--- src/rtl/colour_pkg.sv ---
// Shared types and helpers for the colour palette: default entry table and
// per-channel brightness shift, written for any channel width up to MAX_CH_W.
package colour_pkg;

  localparam int CH_W_DEF  = 8;
  localparam int IDX_W_DEF = 3;
  localparam int MAX_CH_W  = 16;
  localparam int MAX_RGB_W = 3 * MAX_CH_W;

  typedef logic [1:0]           dim_t;
  typedef logic [MAX_RGB_W-1:0] wide_rgb_t;

  function automatic wide_rgb_t chan_ones(input int ch_w);
    wide_rgb_t m;
    m = '0;
    for (int b = 0; b < MAX_CH_W; b++) begin
      if (b < ch_w) m[b] = 1'b1;
    end
    return m;
  endfunction

  // Index bits {2,1,0} select {R,G,B} at full scale; entries 8 and up are black.
  function automatic wide_rgb_t default_colour(input int idx, input int ch_w);
    wide_rgb_t ones;
    wide_rgb_t res;
    ones = chan_ones(ch_w);
    res  = '0;
    if (idx >= 0 && idx < 8) begin
      if (idx[2]) res = res | (ones << (2 * ch_w));
      if (idx[1]) res = res | (ones << ch_w);
      if (idx[0]) res = res | ones;
    end
    return res;
  endfunction

  function automatic wide_rgb_t dim_rgb(input wide_rgb_t rgb, input dim_t dim, input int ch_w);
    wide_rgb_t ones;
    wide_rgb_t chan;
    wide_rgb_t res;
    ones = chan_ones(ch_w);
    res  = '0;
    for (int c = 0; c < 3; c++) begin
      chan = (rgb >> (c * ch_w)) & ones;
      res  = res | ((chan >> dim) << (c * ch_w));
    end
    return res;
  endfunction

endpackage

--- src/rtl/colour_palette_mem.sv ---
// Register-file palette: resets to the default table, one write port and a
// write-first combinational read port.
module colour_palette_mem
  import colour_pkg::*;
#(
  parameter int IDX_W = IDX_W_DEF,
  parameter int CH_W  = CH_W_DEF
) (
  input  logic                clk,
  input  logic                rst_n,
  input  logic                wr_en,
  input  logic [IDX_W-1:0]    wr_idx,
  input  logic [3*CH_W-1:0]   wr_rgb,
  input  logic [IDX_W-1:0]    rd_idx,
  output logic [3*CH_W-1:0]   rd_rgb
);

  localparam int DEPTH = 2 ** IDX_W;
  localparam int RGB_W = 3 * CH_W;

  logic [RGB_W-1:0] pal [DEPTH];

  function automatic logic [RGB_W-1:0] dflt(input int i);
    wide_rgb_t w;
    w = default_colour(i, CH_W);
    return w[RGB_W-1:0];
  endfunction

  always_ff @(posedge clk or negedge rst_n) begin
    if (!rst_n) begin
      for (int i = 0; i < DEPTH; i++) pal[i] <= dflt(i);
    end else if (wr_en) begin
      pal[wr_idx] <= wr_rgb;
    end
  end

  // Bypass so a same-edge write is what the reader captures.
  assign rd_rgb = (wr_en && (wr_idx == rd_idx)) ? wr_rgb : pal[rd_idx];

endmodule

--- src/rtl/colour_palette_lut.sv ---
// Colour index to packed {R,G,B} lookup: writable palette, two-stage
// valid-tagged read pipeline with stall, and per-pixel dimming.
module colour_palette_lut
  import colour_pkg::*;
#(
  parameter int IDX_W = IDX_W_DEF,
  parameter int CH_W  = CH_W_DEF
) (
  input  logic               clk,
  input  logic               rst_n,
  input  logic               en,
  input  logic               in_valid,
  input  logic [IDX_W-1:0]   in_idx,
  input  logic [1:0]         in_dim,
  input  logic               wr_en,
  input  logic [IDX_W-1:0]   wr_idx,
  input  logic [3*CH_W-1:0]  wr_rgb,
  output logic               out_valid,
  output logic [3*CH_W-1:0]  out_rgb
);

  localparam int RGB_W = 3 * CH_W;

  logic [RGB_W-1:0] rd_rgb_p0;
  logic             vld_p1;
  logic [RGB_W-1:0] rgb_p1;
  dim_t             dim_p1;

  function automatic logic [RGB_W-1:0] dim_word(input logic [RGB_W-1:0] rgb, input dim_t dim);
    wide_rgb_t w;
    w = dim_rgb(wide_rgb_t'(rgb), dim, CH_W);
    return w[RGB_W-1:0];
  endfunction

  colour_palette_mem #(
    .IDX_W (IDX_W),
    .CH_W  (CH_W)
  ) u_mem (
    .clk    (clk),
    .rst_n  (rst_n),
    .wr_en  (wr_en),
    .wr_idx (wr_idx),
    .wr_rgb (wr_rgb),
    .rd_idx (in_idx),
    .rd_rgb (rd_rgb_p0)
  );

  // Stage 1: capture palette read and request tags
  always_ff @(posedge clk or negedge rst_n) begin
    if (!rst_n) begin
      vld_p1 <= 1'b0;
      rgb_p1 <= '0;
      dim_p1 <= '0;
    end else if (en) begin
      vld_p1 <= in_valid;
      rgb_p1 <= rd_rgb_p0;
      dim_p1 <= in_dim;
    end
  end

  // Stage 2: dim and present
  always_ff @(posedge clk or negedge rst_n) begin
    if (!rst_n) begin
      out_valid <= 1'b0;
      out_rgb   <= '0;
    end else if (en) begin
      out_valid <= vld_p1;
      out_rgb   <= dim_word(rgb_p1, dim_p1);
    end
  end

endmodule

--- config.mk ---
export PLATFORM = sky130hd
export DESIGN_NAME = colour_palette_lut
export DESIGN_NICKNAME = d
export VERILOG_FILES = /design/src/rtl/colour_pkg.sv /design/src/rtl/colour_palette_mem.sv /design/src/rtl/colour_palette_lut.sv
export SDC_FILE = /design/constraint.sdc
export NUM_CORES = 1
export LEC_CHECK = 0
export BUFFER_PORTS_ARGS = -buffer_cell sky130_fd_sc_hd__buf_2
export CAP_MARGIN = 20
export CORE_AREA = 5 5 150 152
export CTS_BUF_LIST = sky130_fd_sc_hd__clkbuf_8
export DETAILED_ROUTE_END_ITERATION = 8
export DIE_AREA = 0 0 155 157
export PLACE_DENSITY = 0.72
export SETUP_SLACK_MARGIN = 0.05
export SLEW_MARGIN = 15
export SYNTH_ARGS = -nofsm -noshare
export SYNTH_HDL_FRONTEND = slang
export SYNTH_HIERARCHICAL = 1
export SYNTH_SLANG_ARGS = --single-unit
--- constraint.sdc ---
create_clock -name clk -period 2.2 [get_ports clk]
set_input_delay 0.44 -clock clk [delete_from_list [all_inputs] [get_ports clk]]
set_output_delay 0.44 -clock clk [all_outputs]
set_load 0.02 [all_outputs]
Yosys cells after proc, flatten, opt, wreduce, memory -nomap -nowiden --
Cells that the tools add are included.
Word-level totals: input bits 37, output and inout port bits 25, word-level logic and storage cells 37, bits in registers 244
Operators by class: equal/unequal tests 1, reductions and logical operators 2, bitwise operators 7, shift-type cells 3, magnitude comparators 3, mux-type cells 8
Operator list (count):
- 192-bit bitwise mux | 1
- 24-bit 2-to-1 mux | 4
- 24-bit binary-select mux with 3-bit select | 1
- 24-bit demux with 3-bit select | 1
- 24-bit OR | 2
- 24-bit by 8-bit AND with 24-bit output | 1
- 24-bit by 2-bit >> shifter with 24-bit output | 1
- 16-bit by 8-bit AND with 16-bit output | 1
- 16-bit by 2-bit >> shifter with 16-bit output | 1
- 8-bit AND | 1
- 4-bit greater-or-equal comparator (second input constant) | 2
- 3-bit inverter with 4-bit output | 2
- 8-bit by 2-bit >> shifter with 8-bit output | 1
- 4-bit by 1-bit less-than comparator with 1-bit output (second input constant) | 1
- 3-bit equality test | 1
- 1-bit logical AND | 2
- 1-bit 2-to-1 mux | 1

Logic depth before layout (Yosys ltp) --
word-level depth 6, gate-level depth with buffers 7, depth with buffers taken out 4

By module --
The synthesis kept the hierarchy.
Modules (own cells, without submodules):
- colour_palette_mem | sequential area each 4924.7 um2, times used 1, area an instance 9063.7 um2, cells an instance 530
- colour_palette_lut | sequential area each 1301.2 um2, times used 1, area an instance 2331.0 um2, cells an instance 172

Least setup slack after synthesis --
OpenSTA, ideal clock, no wires.
path kind input port to flip-flop, start point input in_idx[0], end point register rgb_p1[23], path buffers 2, arrival time 2.085 ns, setup slack -0.009 ns, stages on the path 6, setup time 0.125 ns, required time 2.075 ns, cells stage by stage buf_6 > buf_2 > mux4_2 > mux2_2 > mux2_2 > mux2_2
On the way: longest elaborated chain between the ends 5, elaborated cells between the ends (all ways) 7, classes of those cells 1 x eq/ne; 4 x mux; 1 x bitwise; 1 x reduce/logical
RTL lines:
- start: declaration | line colour_palette_lut.sv:13 | input logic [IDX_W-1:0] in_idx,
- 3-bit inverter with 4-bit output (not written as such) | line colour_palette_mem.sv:38 | assign rd_rgb = (wr_en && (wr_idx == rd_idx)) ? wr_rgb : pal[rd_idx];
- 24-bit binary-select mux with 3-bit select | line colour_palette_mem.sv:38
- 24-bit 2-to-1 mux (not written as such) (2 in series) | line colour_palette_mem.sv:38
- 24-bit 2-to-1 mux * | line colour_palette_mem.sv:38
- via rd_rgb_p0[23] | line colour_palette_lut.sv:24 | logic [RGB_W-1:0] rd_rgb_p0;
- end signal: assignment | line colour_palette_lut.sv:56 | rgb_p1 <= rd_rgb_p0;
- end: declaration | line colour_palette_lut.sv:26 | logic [RGB_W-1:0] rgb_p1;
Mark *: on every way through the listed nets, which the timed path passes. The rest lies on a longest branch. The select of a mux whose other input is x is not followed. A chain may end at the register's enable or synchronous reset.

Worst setup path after layout --
start point register dim_p1[1], end point register out_rgb[18]
On the way: longest elaborated chain between the ends 3, elaborated cells between the ends (all ways) 5, classes of those cells 3 x shift; 2 x bitwise
RTL lines:
- start: declaration | line colour_palette_lut.sv:27 | dim_t dim_p1;
- start signal: assignment | line colour_palette_lut.sv:57 | dim_p1 <= in_dim;
- 24-bit by 2-bit >> shifter with 24-bit output / 16-bit by 2-bit >> shifter with 16-bit output (equally long branches) | line colour_pkg.sv:44 | res = res | ((chan >> dim) << (c * ch_w));
- 24-bit OR | line colour_pkg.sv:44
- 24-bit OR * | line colour_pkg.sv:44
- end signal: assignment | line colour_palette_lut.sv:68 | out_rgb <= dim_word(rgb_p1, dim_p1);
- end: declaration | line colour_palette_lut.sv:19 | output logic [3*CH_W-1:0] out_rgb
Mark *: on every way between the ends. The rest lies on a longest branch, timed or not.

==> impl_results.rst <==
.. list-table::
   :header-rows: 1

   * - Metric
     - Value
   * - Result of the run
     - complete, no violations
   * - CTS Buf Count
     - 39
   * - Cells along the critical path
     - buf_4 -> mux2i_1 -> o221ai_1
   * - Maximum achievable frequency
     - between 500 and 600 MHz
   * - Required time of the critical path
     - 2.55 ns
   * - RR Endpoint
     - out_rgb[18]$_DFFE_PN0P_
   * - Number of enable-type register cells in the synthesized netlist
     - 0
   * - Core Footprint
     - 20,900 um^2
   * - Iteration-0 DRC Markers
     - 314
   * - Maximum number of pins on one net before global-route repair
     - 76
   * - Drt drc
     - 0
   * - Overall track demand over capacity in global routing
     - between 20% and 30%
   * - Syn nets
     - between 700 and 800
   * - Placement row count
     - 53
   * - Antenna violations before repair
     - 2
   * - Clock tree from TritonCTS
     - yes
   * - Average wire per cell in the routed design
     - 22.6 um
   * - Routed vias
     - 6,409
   * - Synthesis Warnings
     - 6
   * - Slowest-stage cell, CP
     - sky130_fd_sc_hd__dfrtp_1
   * - Min-Delay Startpoint
     - in_valid
   * - Die span in y
     - 157 um
   * - Critical path peak fanout
     - 19
   * - Post-synthesis sequential element count
     - 244
   * - Post-synthesis cell count
     - around 700
   * - Average cell area after synthesis
     - between 15 and 20 um^2
   * - Number of unique standard cell types used by synthesis
     - 30
   * - Fill cell count
     - 1,508
   * - Htree depth
     - 2
   * - CP arrival
     - 2.16 ns
   * - Startpoint class of the critical path
     - flop
   * - Time the final worst path needs with I/O delays and setup
     - roughly 1.8 ns
   * - Tightest Pin Transition
     - 0.862 ns
   * - Initial Util
     - 54.5%
   * - Insertion delay to the later sink of the worst-skew pair
     - 0.52 ns
   * - Accumulated negative setup slack
     - 0 ns
   * - Number of sinks on the clock net
     - between 200 and 250
   * - Maximum root-to-sink buffer count
     - 3
   * - Diode count
     - 0
   * - Final period utilization
     - 82.5%
   * - Summed area of non-filler cells in the final layout
     - roughly 13,000 um^2
   * - Cell types with the highest counts after synthesis
     - sky130_fd_sc_hd__mux2_2, sky130_fd_sc_hd__dfrtp_1, sky130_fd_sc_hd__dfstp_2
   * - Final ANT Viol Nets
     - 0
   * - DRT Wirelength
     - 24,700 um
   * - Die Span X
     - 155 um
   * - Clock Root Buffer
     - sky130_fd_sc_hd__clkbuf_8
   * - Leakage power
     - 5.58 nW
   * - Worst min-delay path endpoint
     - vld_p1$_DFFE_PN0P_
   * - Overall die area
     - ~24,000 um^2
   * - Predominant post-synthesis flop cell
     - sky130_fd_sc_hd__dfrtp_1
   * - Share of cells above drive strength 1
     - 68.5%
   * - Origin of the critical flop-to-flop path
     - dim_p1[1]$_DFFE_PN0P_
   * - Post-Place Cell Area
     - between 10,000 and 15,000 um^2
   * - Number of failing hold endpoints at the final stage
     - 0
   * - Total of cells resized after clock tree synthesis
     - 0
   * - Via count of the first global-routing pass
     - 7,214
   * - Async set-reset flop share out of synthesis
     - 100%
   * - Global placement routability congestion
     - roughly 0.77
   * - Max Cap Violations
     - 0
   * - Hold-critical path depth
     - 2
   * - Worst hold margin
     - 0.163 ns
   * - Number of detailed-routing iterations run before antenna repair
     - 4
   * - Cell count of the worst reg-to-reg path
     - 3
   * - Global-route wire length before repair
     - ~40,000 um
   * - PD cells
     - 994 nW/um^2
   * - Fraction of synthesized cell area taken by the top area cell type
     - 32.5%
   * - Post-CTS setup buffer count
     - 0
   * - Top-level port count
     - between 60 and 70
   * - Port bufs
     - 61
   * - Category of the worst setup path capture point
     - flop
   * - Area growth from synthesis to final layout
     - 14.8%
   * - Dominant cells by area after synthesis
     - sky130_fd_sc_hd__dfrtp_1, sky130_fd_sc_hd__mux2_2, sky130_fd_sc_hd__dfstp_2
   * - Reg2Reg Setup Slack
     - 0.39 ns
   * - Leading cell type by number of instances after synthesis
     - sky130_fd_sc_hd__mux2_2
   * - Sum of net half-perimeters after detailed placement
     - 15,700 um
   * - Share of synthesized area occupied by flip-flops and latches
     - 54.6%
   * - Slowest cell delay on critical path
     - ~0.90 ns
   * - Worst min-delay path category
     - in2reg
   * - Biggest area consumer among synthesized cells
     - sky130_fd_sc_hd__dfrtp_1
   * - Final global-route overflow total
     - 0
   * - RSZ-0062 raised after global routing
     - false
   * - Setup clock skew after layout
     - about 0.015 ns
   * - Pins over their slew limit
     - 0
   * - Post-Syn Area
     - 11,400 um^2
   * - Net count, final
     - 823
   * - Kind of critical path
     - reg2reg
   * - Max transition margin
     - 42.6%
   * - Total setup violations reported at the end of the flow
     - 0
   * - Clock edge transition at the registers on the reported setup and hold paths
     - 0.06 ns
   * - Worst vdd ir
     - 0.393 mV
   * - Ratio of routed vias to standard cells
     - 5.87
==> per-stage QoR <==
stage	setup slack (ns)	instances	utilization [%]	power, mW
final	0.385	1091	62.6	13.0
after global routing	0.279	1091	62.6	13.7
after CTS	0.398	1091	62.6	13.1
after detailed placement	-0.0748	1019	58.9	9.39
after global placement	-0.0507	1019	58.9	9.16
after floorplan	0.0410	702	-	8.45
==> what timing repair did <==
item,4_1_cts,5_1_grt
hold buffers,1,0
endpoints found under the hold margin,39,0
endpoints found under the setup margin,0,0
==> power by group <==
group	switching [mW]	internal (mW)	total, mW
Clock	1.66	2.03	3.69
Combinational	1.11	1.69	2.80
Sequential	0.674	5.84	6.51
==> cells in the final DEF (no fill, tap or decap) <==
cell                            Yosys  final
sky130_fd_sc_hd__nand4b_1           3      3
sky130_fd_sc_hd__inv_1              6     26
sky130_fd_sc_hd__o211ai_1           2      2
sky130_fd_sc_hd__mux2_2           258    242
sky130_fd_sc_hd__clkbuf_8           0     50
sky130_fd_sc_hd__buf_2             20     59
sky130_fd_sc_hd__o221ai_1          16     16
sky130_fd_sc_hd__o21a_1             3      3
sky130_fd_sc_hd__dfrtp_1          148    148
sky130_fd_sc_hd__buf_8              0      1
sky130_fd_sc_hd__xnor2_1            3      3
sky130_fd_sc_hd__mux2i_1           21     21
sky130_fd_sc_hd__nand4_1            2      2
sky130_fd_sc_hd__o22ai_1            3      3
sky130_fd_sc_hd__nor3b_4            0      2
sky130_fd_sc_hd__mux4_2            48     48
sky130_fd_sc_hd__clkinv_2           0      1
sky130_fd_sc_hd__nor3_4             0      1
sky130_fd_sc_hd__dlygate4sd3_1      0      1
sky130_fd_sc_hd__nor2_1             1      1
sky130_fd_sc_hd__nand2b_1          18     18
sky130_fd_sc_hd__dfstp_2           96     96
sky130_fd_sc_hd__nand2_2            1      1
sky130_fd_sc_hd__buf_12             4     21
sky130_fd_sc_hd__nand3b_1           2      2
sky130_fd_sc_hd__o21ai_1            3      3
sky130_fd_sc_hd__nor3_2             1      1
sky130_fd_sc_hd__buf_4              7     10
sky130_fd_sc_hd__nand2_1            2      2
sky130_fd_sc_hd__mux2_4            10     26
sky130_fd_sc_hd__nand3_1            3      3
==> critical path, delay by kind of cell, from the launching register on <==
family                 cells  cell delay (ns)
buffers and inverters      1             0.30
DFF                        1             0.90
AOI/OAI and AO/OA          1             0.17
muxes                      1             0.28
==> flip-flops by register name, summed over array words and instances (netlist names) <==
register   flops
dim_p1         2
vld_p1         1
out_valid      1
rgb_p1        24
u_mem/pal    192
out_rgb       24
==> worst max path at each step <==
stage | end | cells after the start | start | slack (ns)
detailed placement | rgb_p1[10]$_DFFE_PN0P_ | 6 | in_idx[0] | -0.07
floorplan | rgb_p1[6]$_DFFE_PN0P_ | 7 | in_idx[0] | 0.04
global placement | rgb_p1[8]$_DFFE_PN0P_ | 6 | in_idx[0] | -0.05
finish | out_rgb[18]$_DFFE_PN0P_ | 3 | dim_p1[1]$_DFFE_PN0P_ | 0.39
CTS | rgb_p1[18]$_DFFE_PN0P_ | 4 | u_mem/pal[114]$_DFFE_PN0P_ | 0.40
global route | out_rgb[18]$_DFFE_PN0P_ | 3 | dim_p1[1]$_DFFE_PN0P_ | 0.28
==> cell families after synthesis <==
kind of cell           share of synthesized area [%]
multiplexers                                    38.1
XOR/XNOR                                       0.231
AND/OR/NAND/NOR                                 2.10
flip-flops                                      54.6
AO/OA/AOI/OAI                                   1.86
buffers and inverters                           3.03
==> layout make-up <==
type | count | area (um^2) | share of cell area (%)
clock buffer | 50 | 688 | 5.26
clock inverter | 21 | 80.1 | 0.612
inverter | 6 | 22.5 | 0.172
multi-input combinational | 403 | 4910 | 37.5
sequential | 244 | 6230 | 47.6
tap | 275 | 344 | 2.63
timing repair buffer | 92 | 816 | 6.24
==> metal layers <==
metal,vias up,track usage (%),part of all wire [%]
li1,2827,-,-
met1,3407,29.4,44
met2,140,34.4,49
met3,31,4.21,5.0
met4,4,5.30,1.3
met5,-,0,0.11
Note: power is estimated with default switching activity, not from simulation.
